`config.mk`:
```
export PLATFORM = sky130hd
export DESIGN_NAME = axis_stream_fifo_if
export DESIGN_NICKNAME = d
export VERILOG_FILES = /design/src/rtl/axis_stream_fifo_if.sv
export SDC_FILE = /design/constraint.sdc
export NUM_CORES = 1
export LEC_CHECK = 0
export ABC_AREA = 1
export CAP_MARGIN = 10
export CORE_MARGIN = 4
export CORE_UTILIZATION = 50
export CTS_CLUSTER_DIAMETER = 40
export DETAILED_ROUTE_END_ITERATION = 16
export PLACE_DENSITY = 0.74
export SYNTH_ARGS = -nofsm -noshare
export SYNTH_HDL_FRONTEND = slang
export SYNTH_SLANG_ARGS = --single-unit
```
`constraint.sdc`:
```
create_clock -name ACLK -period 8.4 [get_ports ACLK]
set_input_delay 1.68 -clock ACLK [delete_from_list [all_inputs] [get_ports ACLK]]
set_output_delay 1.68 -clock ACLK [all_outputs]
set_load 0.02 [all_outputs]
```
`src/rtl/axis_stream_fifo_if.sv`:
```
// AXI-Stream <-> accelerator core data-path interface: FWFT FIFOs in both directions,
// inbound frame-length checking and per-direction frame counters.
module axis_stream_fifo_if #(
    parameter int DATA_WIDTH  = 128,
    parameter int IN_DEPTH    = 4,
    parameter int OUT_DEPTH   = 4,
    parameter int FRAME_BEATS = 16
) (
    input  logic                  ACLK,
    input  logic                  ARESETN,
    input  logic [DATA_WIDTH-1:0] S_AXIS_TDATA,
    input  logic                  S_AXIS_TVALID,
    output logic                  S_AXIS_TREADY,
    input  logic                  S_AXIS_TLAST,
    output logic [DATA_WIDTH-1:0] acc_in_data,
    output logic                  acc_in_valid,
    output logic                  acc_in_last,
    input  logic                  acc_in_ready,
    input  logic [DATA_WIDTH-1:0] acc_out_data,
    input  logic                  acc_out_valid,
    input  logic                  acc_out_last,
    output logic                  acc_out_ready,
    output logic [DATA_WIDTH-1:0] M_AXIS_TDATA,
    output logic                  M_AXIS_TVALID,
    input  logic                  M_AXIS_TREADY,
    output logic                  M_AXIS_TLAST,
    output logic [15:0]           in_frame_cnt,
    output logic [15:0]           out_frame_cnt,
    output logic                  frame_err,
    input  logic                  err_clr
);
    localparam int IAW = $clog2(IN_DEPTH);
    localparam int OAW = $clog2(OUT_DEPTH);
    localparam int BIW = (FRAME_BEATS > 1) ? $clog2(FRAME_BEATS) : 1;
    localparam logic [IAW:0]   IN_FULL  = (IAW+1)'(IN_DEPTH);
    localparam logic [OAW:0]   OUT_FULL = (OAW+1)'(OUT_DEPTH);
    localparam logic [BIW-1:0] LAST_IDX = BIW'(FRAME_BEATS - 1);

    logic [DATA_WIDTH:0] in_mem  [IN_DEPTH];
    logic [DATA_WIDTH:0] out_mem [OUT_DEPTH];

    logic [IAW-1:0] in_wr_q, in_wr_d, in_rd_q, in_rd_d;
    logic [IAW:0]   in_cnt_q, in_cnt_d;
    logic [OAW-1:0] out_wr_q, out_wr_d, out_rd_q, out_rd_d;
    logic [OAW:0]   out_cnt_q, out_cnt_d;
    logic [BIW-1:0] beat_idx_q, beat_idx_d;
    logic [15:0]    in_frames_q, in_frames_d, out_frames_q, out_frames_d;
    logic           frame_err_q, frame_err_d;
    logic           rdy_en_q;

    logic s_push, s_pop, m_push, m_pop;

    // Readies are held low through reset and come up on the first edge afterwards.
    assign S_AXIS_TREADY = rdy_en_q && (in_cnt_q != IN_FULL);
    assign acc_out_ready = rdy_en_q && (out_cnt_q != OUT_FULL);
    assign acc_in_valid  = (in_cnt_q != '0);
    assign M_AXIS_TVALID = (out_cnt_q != '0);

    assign {acc_in_last, acc_in_data}   = in_mem[in_rd_q];
    assign {M_AXIS_TLAST, M_AXIS_TDATA} = out_mem[out_rd_q];

    assign s_push = S_AXIS_TVALID && S_AXIS_TREADY;
    assign s_pop  = acc_in_valid && acc_in_ready;
    assign m_push = acc_out_valid && acc_out_ready;
    assign m_pop  = M_AXIS_TVALID && M_AXIS_TREADY;

    assign in_frame_cnt  = in_frames_q;
    assign out_frame_cnt = out_frames_q;
    assign frame_err     = frame_err_q;

    always_comb begin
        in_wr_d  = in_wr_q;
        in_rd_d  = in_rd_q;
        in_cnt_d = in_cnt_q;
        if (s_push) in_wr_d = in_wr_q + 1'b1;
        if (s_pop)  in_rd_d = in_rd_q + 1'b1;
        if (s_push && !s_pop)      in_cnt_d = in_cnt_q + 1'b1;
        else if (!s_push && s_pop) in_cnt_d = in_cnt_q - 1'b1;

        out_wr_d  = out_wr_q;
        out_rd_d  = out_rd_q;
        out_cnt_d = out_cnt_q;
        if (m_push) out_wr_d = out_wr_q + 1'b1;
        if (m_pop)  out_rd_d = out_rd_q + 1'b1;
        if (m_push && !m_pop)      out_cnt_d = out_cnt_q + 1'b1;
        else if (!m_push && m_pop) out_cnt_d = out_cnt_q - 1'b1;
    end

    // A new length error takes priority over a clear on the same edge.
    always_comb begin
        beat_idx_d   = beat_idx_q;
        in_frames_d  = in_frames_q;
        out_frames_d = out_frames_q;
        frame_err_d  = err_clr ? 1'b0 : frame_err_q;
        if (s_push) begin
            if (S_AXIS_TLAST) begin
                if (beat_idx_q != LAST_IDX) frame_err_d = 1'b1;
                beat_idx_d  = '0;
                in_frames_d = in_frames_q + 16'd1;
            end else if (beat_idx_q == LAST_IDX) begin
                frame_err_d = 1'b1;
            end else begin
                beat_idx_d = beat_idx_q + 1'b1;
            end
        end
        if (m_pop && M_AXIS_TLAST) out_frames_d = out_frames_q + 16'd1;
    end

    always_ff @(posedge ACLK or negedge ARESETN) begin
        if (!ARESETN) begin
            in_wr_q      <= '0;
            in_rd_q      <= '0;
            in_cnt_q     <= '0;
            out_wr_q     <= '0;
            out_rd_q     <= '0;
            out_cnt_q    <= '0;
            beat_idx_q   <= '0;
            in_frames_q  <= '0;
            out_frames_q <= '0;
            frame_err_q  <= 1'b0;
            rdy_en_q     <= 1'b0;
        end else begin
            in_wr_q      <= in_wr_d;
            in_rd_q      <= in_rd_d;
            in_cnt_q     <= in_cnt_d;
            out_wr_q     <= out_wr_d;
            out_rd_q     <= out_rd_d;
            out_cnt_q    <= out_cnt_d;
            beat_idx_q   <= beat_idx_d;
            in_frames_q  <= in_frames_d;
            out_frames_q <= out_frames_d;
            frame_err_q  <= frame_err_d;
            rdy_en_q     <= 1'b1;
        end
    end

    // Storage needs no reset: occupancy counts alone decide what is valid.
    always_ff @(posedge ACLK) begin
        if (s_push) in_mem[in_wr_q]   <= {S_AXIS_TLAST, S_AXIS_TDATA};
        if (m_push) out_mem[out_wr_q] <= {acc_out_last, acc_out_data};
    end
endmodule

```
==> metrics.yaml, run 1 <==
global_routing:
  globalRouteOverflowTotal: 0
  grt_pass1_vias: 24700
  antenna_found_initial: 20
  grt_pass1_wl_mm: 145
  global_route.usage.met2: 0.360
  top_usage_layer: "met2"
  grtUsageMet3: 0.0884
  grt_max_degree: 183
  grtUsageTotal: 0.218
  grtUsageMet1: 0.264
die:
  die_area_mm2: 0.0865
  io_pins: 560
  start_util: 0.506
  die_w_um: 294
  num_rows: 104
  core_area_mm2: 0.0808
  dieHeight_um: 294
timing:
  fmax_mhz: 173
  final.setup.tns_ns: 0
  min_period_ns: 5.79
  hold_viol_final: 0
  worst_pin_slew_ns: 1.17
  fin_worst_skew_ns: 0.0272
  finalSetupViolations: 0
  slew_headroom: 0.222
  finalCritPeriodShare: 0.690
  rsz0062_at_grt: "no"
  slew_viol_final: 0
cts:
  root_buffer: "clkbuf_16"
  cts-buffers-inserted: 134
  cts.sinks: 1084
  clkTransAtPathRegs_ns: 0.05
  htree_levels: 4
  cts_tree: "yes"
  ctsResizeCount: 0
  cts_hold_buf: 0
  cts_setup_buffers: 0
  clk_latency_ns: 0.68
  cts_buffer_depth: 3
place:
  hpwl_mm: 55.2
  port_buffers: 559
  gp_congestion: 0.782
  dp_cells: 4353
drt:
  routedWlPerCell_um: 20.9
  vias: 25400
  routed_wl_mm: 96.4
  antenna_left: 0
  drt-pass1-iter-count: 6
  dr.first_iter.drc_count: 1937
  vias_per_cell: 5.52
  drcViolationCount: 0
synthesis:
  netlist_instances: 2883
  synth_area_mm2: 0.0409
  ys_seq_area_frac: 0.789
  synth_cell_types: 32
  synthAdderAreaFrac: 0.00526
  synth_top_family_by_area: "compound AO/OA/AOI/OAI gates"
  syn_area_per_cell_um2: 14.2
  yosys.area_share.simple: 0.0706
  synthMuxAreaShare: 0.000275
  synth_seq_cells: 1084
  synth-xor-area-share: 0.00407
  synth_compound_area_frac: 0.105
  syn-num-nets: 3164
  yosysWarnings: 0
final_layout:
  n_fill_cell: 5675
  fin_nets: 3710
  layoutNonFillerInstCount: 4606
  final_layout_size_suffix_gt1_frac: 0.0730
  layout_common_cells: "1032 x edfxtp_1, 558 x clkdlybuf4s50_1, 555 x nor2_1"
  area_growth_pct: 26.7
  final_common_cell: "edfxtp_1"
power_and_ir_drop:
  p_per_area_mw_per_mm2: 376
  ir_worst_vdd_mv: 0.278
  power.leakage_nw: 17.2
hold_path:
  hold_path_startpoint: "beat_idx_q[3]"
  worst_hold_path.endpoint: "beat_idx_q[3]"
  worstHoldPathCells: 2
  hold_path.class: "reg -> reg"
critical_path:
  rr_worst_depth: 5
  crit_slowest_cell: "buf_4"
  ff2ff_setup_slack_ns: 5.36
  setup.worst_path.end_class: "output pin"
  crit_path_max_incr_delay_ns: 0.73
  worst-path-max-fanout: 76
  crit_arrival_ns: 4.11
  critPathRequiredTime_ns: 6.72
  crit_chain: "buf_4 -> buf_4 -> o21ai_0 -> o22ai_1 -> clkdlybuf4s50_1"
  crit_buf_inv: 3
  startpoint_type: "flop"
  crit_top_cell: "buf_4"
  criticalPathCategory: "reg -> out"
  crit_family: "buffers and inverters"
  reg2reg_from: "in_cnt_q[0]"
  timing.rr.end: "in_mem[3][78]"
job:
  maxCapViolCount: 0
status:
  status: "completed"
how the worst max path moves through the flow:
stage / from / end / cells after the start
after floorplan: S_AXIS_TVALID / in_mem[0][0] / 2
after global placement: in_rd_q[0] / acc_in_data[34] / 5
after detailed placement: in_rd_q[0] / acc_in_data[34] / 5
after CTS: in_rd_q[0] / acc_in_data[34] / 5
after global routing: in_rd_q[0] / acc_in_data[16] / 5
final: in_rd_q[0] / acc_in_data[16] / 5
flip-flops by register name, summed over array words and instances (netlist names), 2 cells and up:
name	cells
in_frame_cnt	16
in_rd_q	2
out_rd_q	2
out_wr_q	2
in_cnt_q	3
out_frame_cnt	16
beat_idx_q	4
in_wr_q	2
out_mem	516
out_cnt_q	3
in_mem	516
worst reg2reg max path: cells and delay by family (launching register included):
| family | cells | cell delay (ns) |
|---|---|---|
| and+or+nand+nor | 3 | 1.29 |
| buffers and inverters | 2 | 0.91 |
| DFF | 1 | 0.40 |
Yosys cell counts (all sizes together):
| master | number | share of area |
|---|---|---|
| xor2 | 12 | 0.0026 |
| o21ai | 527 | 0.064 |
| nand2 | 140 | 0.013 |
| inv | 54 | 0.0050 |
| nand4 | 2 | 0.00031 |
| nor2 | 565 | 0.052 |
| ha | 14 | 0.0043 |
| a31oi | 1 | 0.00015 |
| nand3b | 7 | 0.0013 |
| xnor2 | 7 | 0.0015 |
| nand3 | 28 | 0.0037 |
| o22ai | 258 | 0.039 |
| fa | 2 | 0.00098 |
| dfrtp | 52 | 0.032 |
| conb | 1 | 0.000092 |
| clkbuf | 94 | 0.0087 |
| nor3b | 1 | 0.00018 |
| mux2 | 1 | 0.00028 |
| a21oi | 5 | 0.00061 |
| edfxtp | 1032 | 0.76 |
| buf | 80 | 0.012 |
logic make-up (layout without fill, tap and decap cells):
| family | count (synthesis) | after routing |
|---|---|---|
| and+or+nand+nor | 743 | 743 |
| other | 1 | 13 |
| adders and majority gates | 16 | 16 |
| buffers and inverters | 228 | 879 |
| DFF | 1084 | 1084 |
| xor gates and xnor gates | 19 | 19 |
| AOI/OAI and AO/OA | 791 | 791 |
| muxes | 1 | 1 |
metrics by stage:
step / area, um^2 / utilization / total power, mW / setup slack, ns / hold WS [ns]
2_1_floorplan: 40900 / - / 10.9 / 0.543 / 0.449
3_3_place_gp: 47300 / 0.586 / 13.9 / 3.34 / 0.464
3_5_place_dp: 47300 / 0.586 / 14.0 / 3.30 / 0.479
4_1_cts: 51800 / 0.641 / 19.7 / 2.52 / 0.491
5_1_grt: 51800 / 0.641 / 20.4 / 2.28 / 0.516
6_report: 51800 / 0.641 / 19.5 / 2.61 / 0.492
area by class of cell:
type | count | area [um^2] | area share
Multi-Input combinational cell | 1571 | 7630 | 0.147
Timing Repair Buffer | 584 | 5870 | 0.113
Inverter | 54 | 215 | 0.00415
Clock buffer | 160 | 3530 | 0.0682
Antenna cell | 12 | 30.0 | 0.000579
Sequential cell | 1084 | 32300 | 0.623
Tap cell | 1060 | 1330 | 0.0256
Clock inverter | 81 | 931 | 0.0180
per-layer routing:
layer / vias up / part of all wire
met1: 12400 / 0.38
met2: 930 / 0.49
li1: 11900 / -
met3: 188 / 0.11
met4: 22 / 0.026
met5: - / 0.0017
power by group:
part | switching (mW) | internal (mW) | total, mW
clock network | 2.23 | 3.40 | 5.63
logic | 4.32 | 2.61 | 6.93
registers | 0.338 | 6.56 | 6.90
(Power assumes the default switching activity.)
==> inputs of run 2 (changes only) <==
- clock period: 8.4 -> 5.45 ns (I/O delays scaled with it)
==> run 2 against run 1 <==
Net effect:
- clock skew is 0.0046 ns higher
- worst hold slack got worse by 0.077 ns
- sequential share of layout area down 0.40 points
==> metrics.yaml, run 2 (synthesis gave the netlist of run 1 again) <==
cts:
  cts_tree: "yes"
  ctsResizeCount: 0  # unchanged
  cts_buffer_depth: 3  # unchanged
  clk_latency_ns: 0.71  # +0.03 ns
  cts_setup_buffers: 0  # unchanged
  htree_levels: 4  # unchanged
  cts.sinks: 1084  # unchanged
  clkTransAtPathRegs_ns: 0.06  # about the same
  root_buffer: "clkbuf_16"
  cts-buffers-inserted: 132  # -1.5%
  cts_hold_buf: 0  # unchanged
power_and_ir_drop:
  power_frac_seq: 0.351  # -0.004
  p_per_area_mw_per_mm2: 578  # +54%
  p_clk_frac: 0.289  # about the same
  p_int_mw: 19.5  # +55%
  p_sw_mw: 10.6  # +54%
  p_sw_frac: 0.352  # -0.00170
  power.leakage_nw: 17.3  # +0.86%
  total_power_mw: 30.2  # +55%
  pwr-share-comb: 0.359  # +0.003
  ir_worst_vdd_mv: 0.482  # +74%
timing:
  worst_pin_slew_ns: 1.00  # -0.165 ns
  fmax_mhz: 204
  finalCritPeriodShare: 0.899
  rsz0062_at_grt: "no"
  hold_viol_final: 0  # unchanged
  slew_headroom: 0.332  # +0.110
  holdWs_ns: 0.415  # -0.0768 ns
  finalSetupViolations: 0  # unchanged
  slew_viol_final: 0  # unchanged
  fin_worst_skew_ns: 0.0318  # +0.00457 ns
  min_period_ns: 4.90
  layout_setup_ws_ns: 0.551  # -2.06 ns
critical_path:
  reg2reg_from: "out_rd_q[1]"
  criticalPathCategory: "reg -> out"
  startpoint_type: "flop"
  crit_family: "buffers and inverters"
  crit_chain: "inv_6 -> o21ai_0 -> o22ai_1 -> clkdlybuf4s50_1"
  critPathLaunch: "out_rd_q[0]"
  worst-path-max-fanout: 92  # +21%
  crit_arrival_ns: 3.81  # -0.30 ns
  crit_path_max_incr_delay_ns: 0.79  # +0.06 ns
  crit_buf_inv: 2  # -1
  setup.worst_path.end_class: "output pin"
  critPathRequiredTime_ns: 4.36  # -2.36 ns
  crit_cells: 4  # -1
  crit_slowest_cell: "dfrtp_4"
  rr_worst_depth: 8  # +3
drt:
  drcViolationCount: 0  # unchanged
  drt-pass1-iter-count: 5  # -1
  antenna_left: 0  # unchanged
  routedWlPerCell_um: 20.9  # about the same
  vias: 25600  # +0.85%
  vias_per_cell: 5.54  # +0.48%
  dr.first_iter.drc_count: 1854  # -4.3%
  routed_wl_mm: 96.7  # +0.28%
final_layout:
  fin_nets: 3726  # +0.43%
  area_growth_pct: 27.5
  layout_common_cells: "1032 x edfxtp_1, 558 x clkdlybuf4s50_1, 555 x nor2_1"
  final_layout_size_suffix_gt1_frac: 0.0766  # +0.00364
  fin_area_mm2: 0.0522  # +0.64%
  final_common_cell: "edfxtp_1"
  n_fill_cell: 5602  # -1.3%
  top_regs: "in_mem: 516 flops, out_mem: 516 flops"
global_routing:
  grt_max_degree: 229  # +25%
  globalRouteOverflowTotal: 0  # unchanged
  grt_pass1_wl_mm: 145  # +0.44%
  antenna_found_initial: 33  # +65%
  grt_pass1_vias: 25200  # +2.0%
  grtUsageTotal: 0.218  # about the same
place:
  port_buffers: 559  # unchanged
  post_dp_cell_area_mm2: 0.0477  # +0.68%
  hpwl_mm: 57.6  # +4.4%
  dpl_worst_slack_ns: 1.28  # -2.02 ns
  gp_congestion: 0.776  # -0.83%
die:
  die_w_um: 294  # unchanged
  num_rows: 104  # unchanged
  dieHeight_um: 294  # unchanged
  io_pins: 560  # unchanged
  core_area_mm2: 0.0808  # unchanged
  start_util: 0.506  # unchanged
  die_area_mm2: 0.0865  # unchanged
status:
  status: "completed"
job:
  maxCapViolCount: 0  # unchanged
hold_path:
  hold_path.class: "in -> async"
run 2: cell count changes in the layout (fill, tap and decap cells not counted), moves of 3 or more:
| cell | delta |
|---|---|
| clkinv_1 | +4 |
| clkinv_8 | +3 |
| buf_12 | +15 |
| bufinv_16 | +5 |
| clkbuf_1 | -3 |
| buf_4 | +3 |
| clkbuf_8 | -3 |
| clkbuf_16 | -4 |
| inv_6 | +3 |
run 2: power groups by stage:
stage	clock network, mW	logic [mW]	registers, mW
2_1_floorplan	0	6.04	10.7
3_3_place_gp	0	10.7	10.7
3_5_place_dp	0	10.8	10.8
4_1_cts	8.87	10.9	10.6
5_1_grt	9.26	11.7	10.7
6_report	8.73	10.8	10.6
run 2: layer usage:
layer | GRT usage | wire length [um]
met5 | 0 | 235
met4 | 0.0759 | 2650
met3 | 0.0778 | 9820
met2 | 0.359 | 47300
met1 | 0.269 | 36600
run 2: worst register-to-register path, delay by kind of cell (launching register included):
kind                   cells  cell delay [ns]
buffers and inverters      2             1.10
DFF                        1             0.80
and+or+nand+nor            6             0.87
run 2: path summary, 6_finish.rpt:
path                                      to  slack [ns]
max                         M_AXIS_TDATA[44]        0.55
min in group ACLK              beat_idx_q[3]        0.49
max reg2reg                out_frame_cnt[15]        2.60
min                         out_frame_cnt[7]        0.42
max in group asynchronous         in_rd_q[0]        4.17
min reg2reg                    beat_idx_q[3]        0.49
run 2: metrics by stage:
step | std cells | utilization | setup TNS, ns
floorplan | 2883 | - | -1638.60
global placement | 4371 | 0.590 | 0
detailed placement | 4371 | 0.590 | 0
CTS | 4609 | 0.645 | 0
global route | 4618 | 0.645 | 0
finish | 4623 | 0.646 | 0
run 2: layout make-up:
type	instances	area [um^2]	share of cell area
Timing Repair Buffer	602	6190	0.119
Clock buffer	150	3380	0.0648
Clock inverter	88	1090	0.0209
Multi-Input combinational cell	1571	7630	0.146
Tap cell	1060	1330	0.0254
Sequential cell	1084	32300	0.619
Inverter	54	215	0.00413
Antenna cell	14	35.0	0.000672
==> inputs of run 3 (changes only) <==
- SKIP_LAST_GASP: unset -> 1
==> results of run 3 <==
Final layout, timing and power as in run 2 (identical DEF).
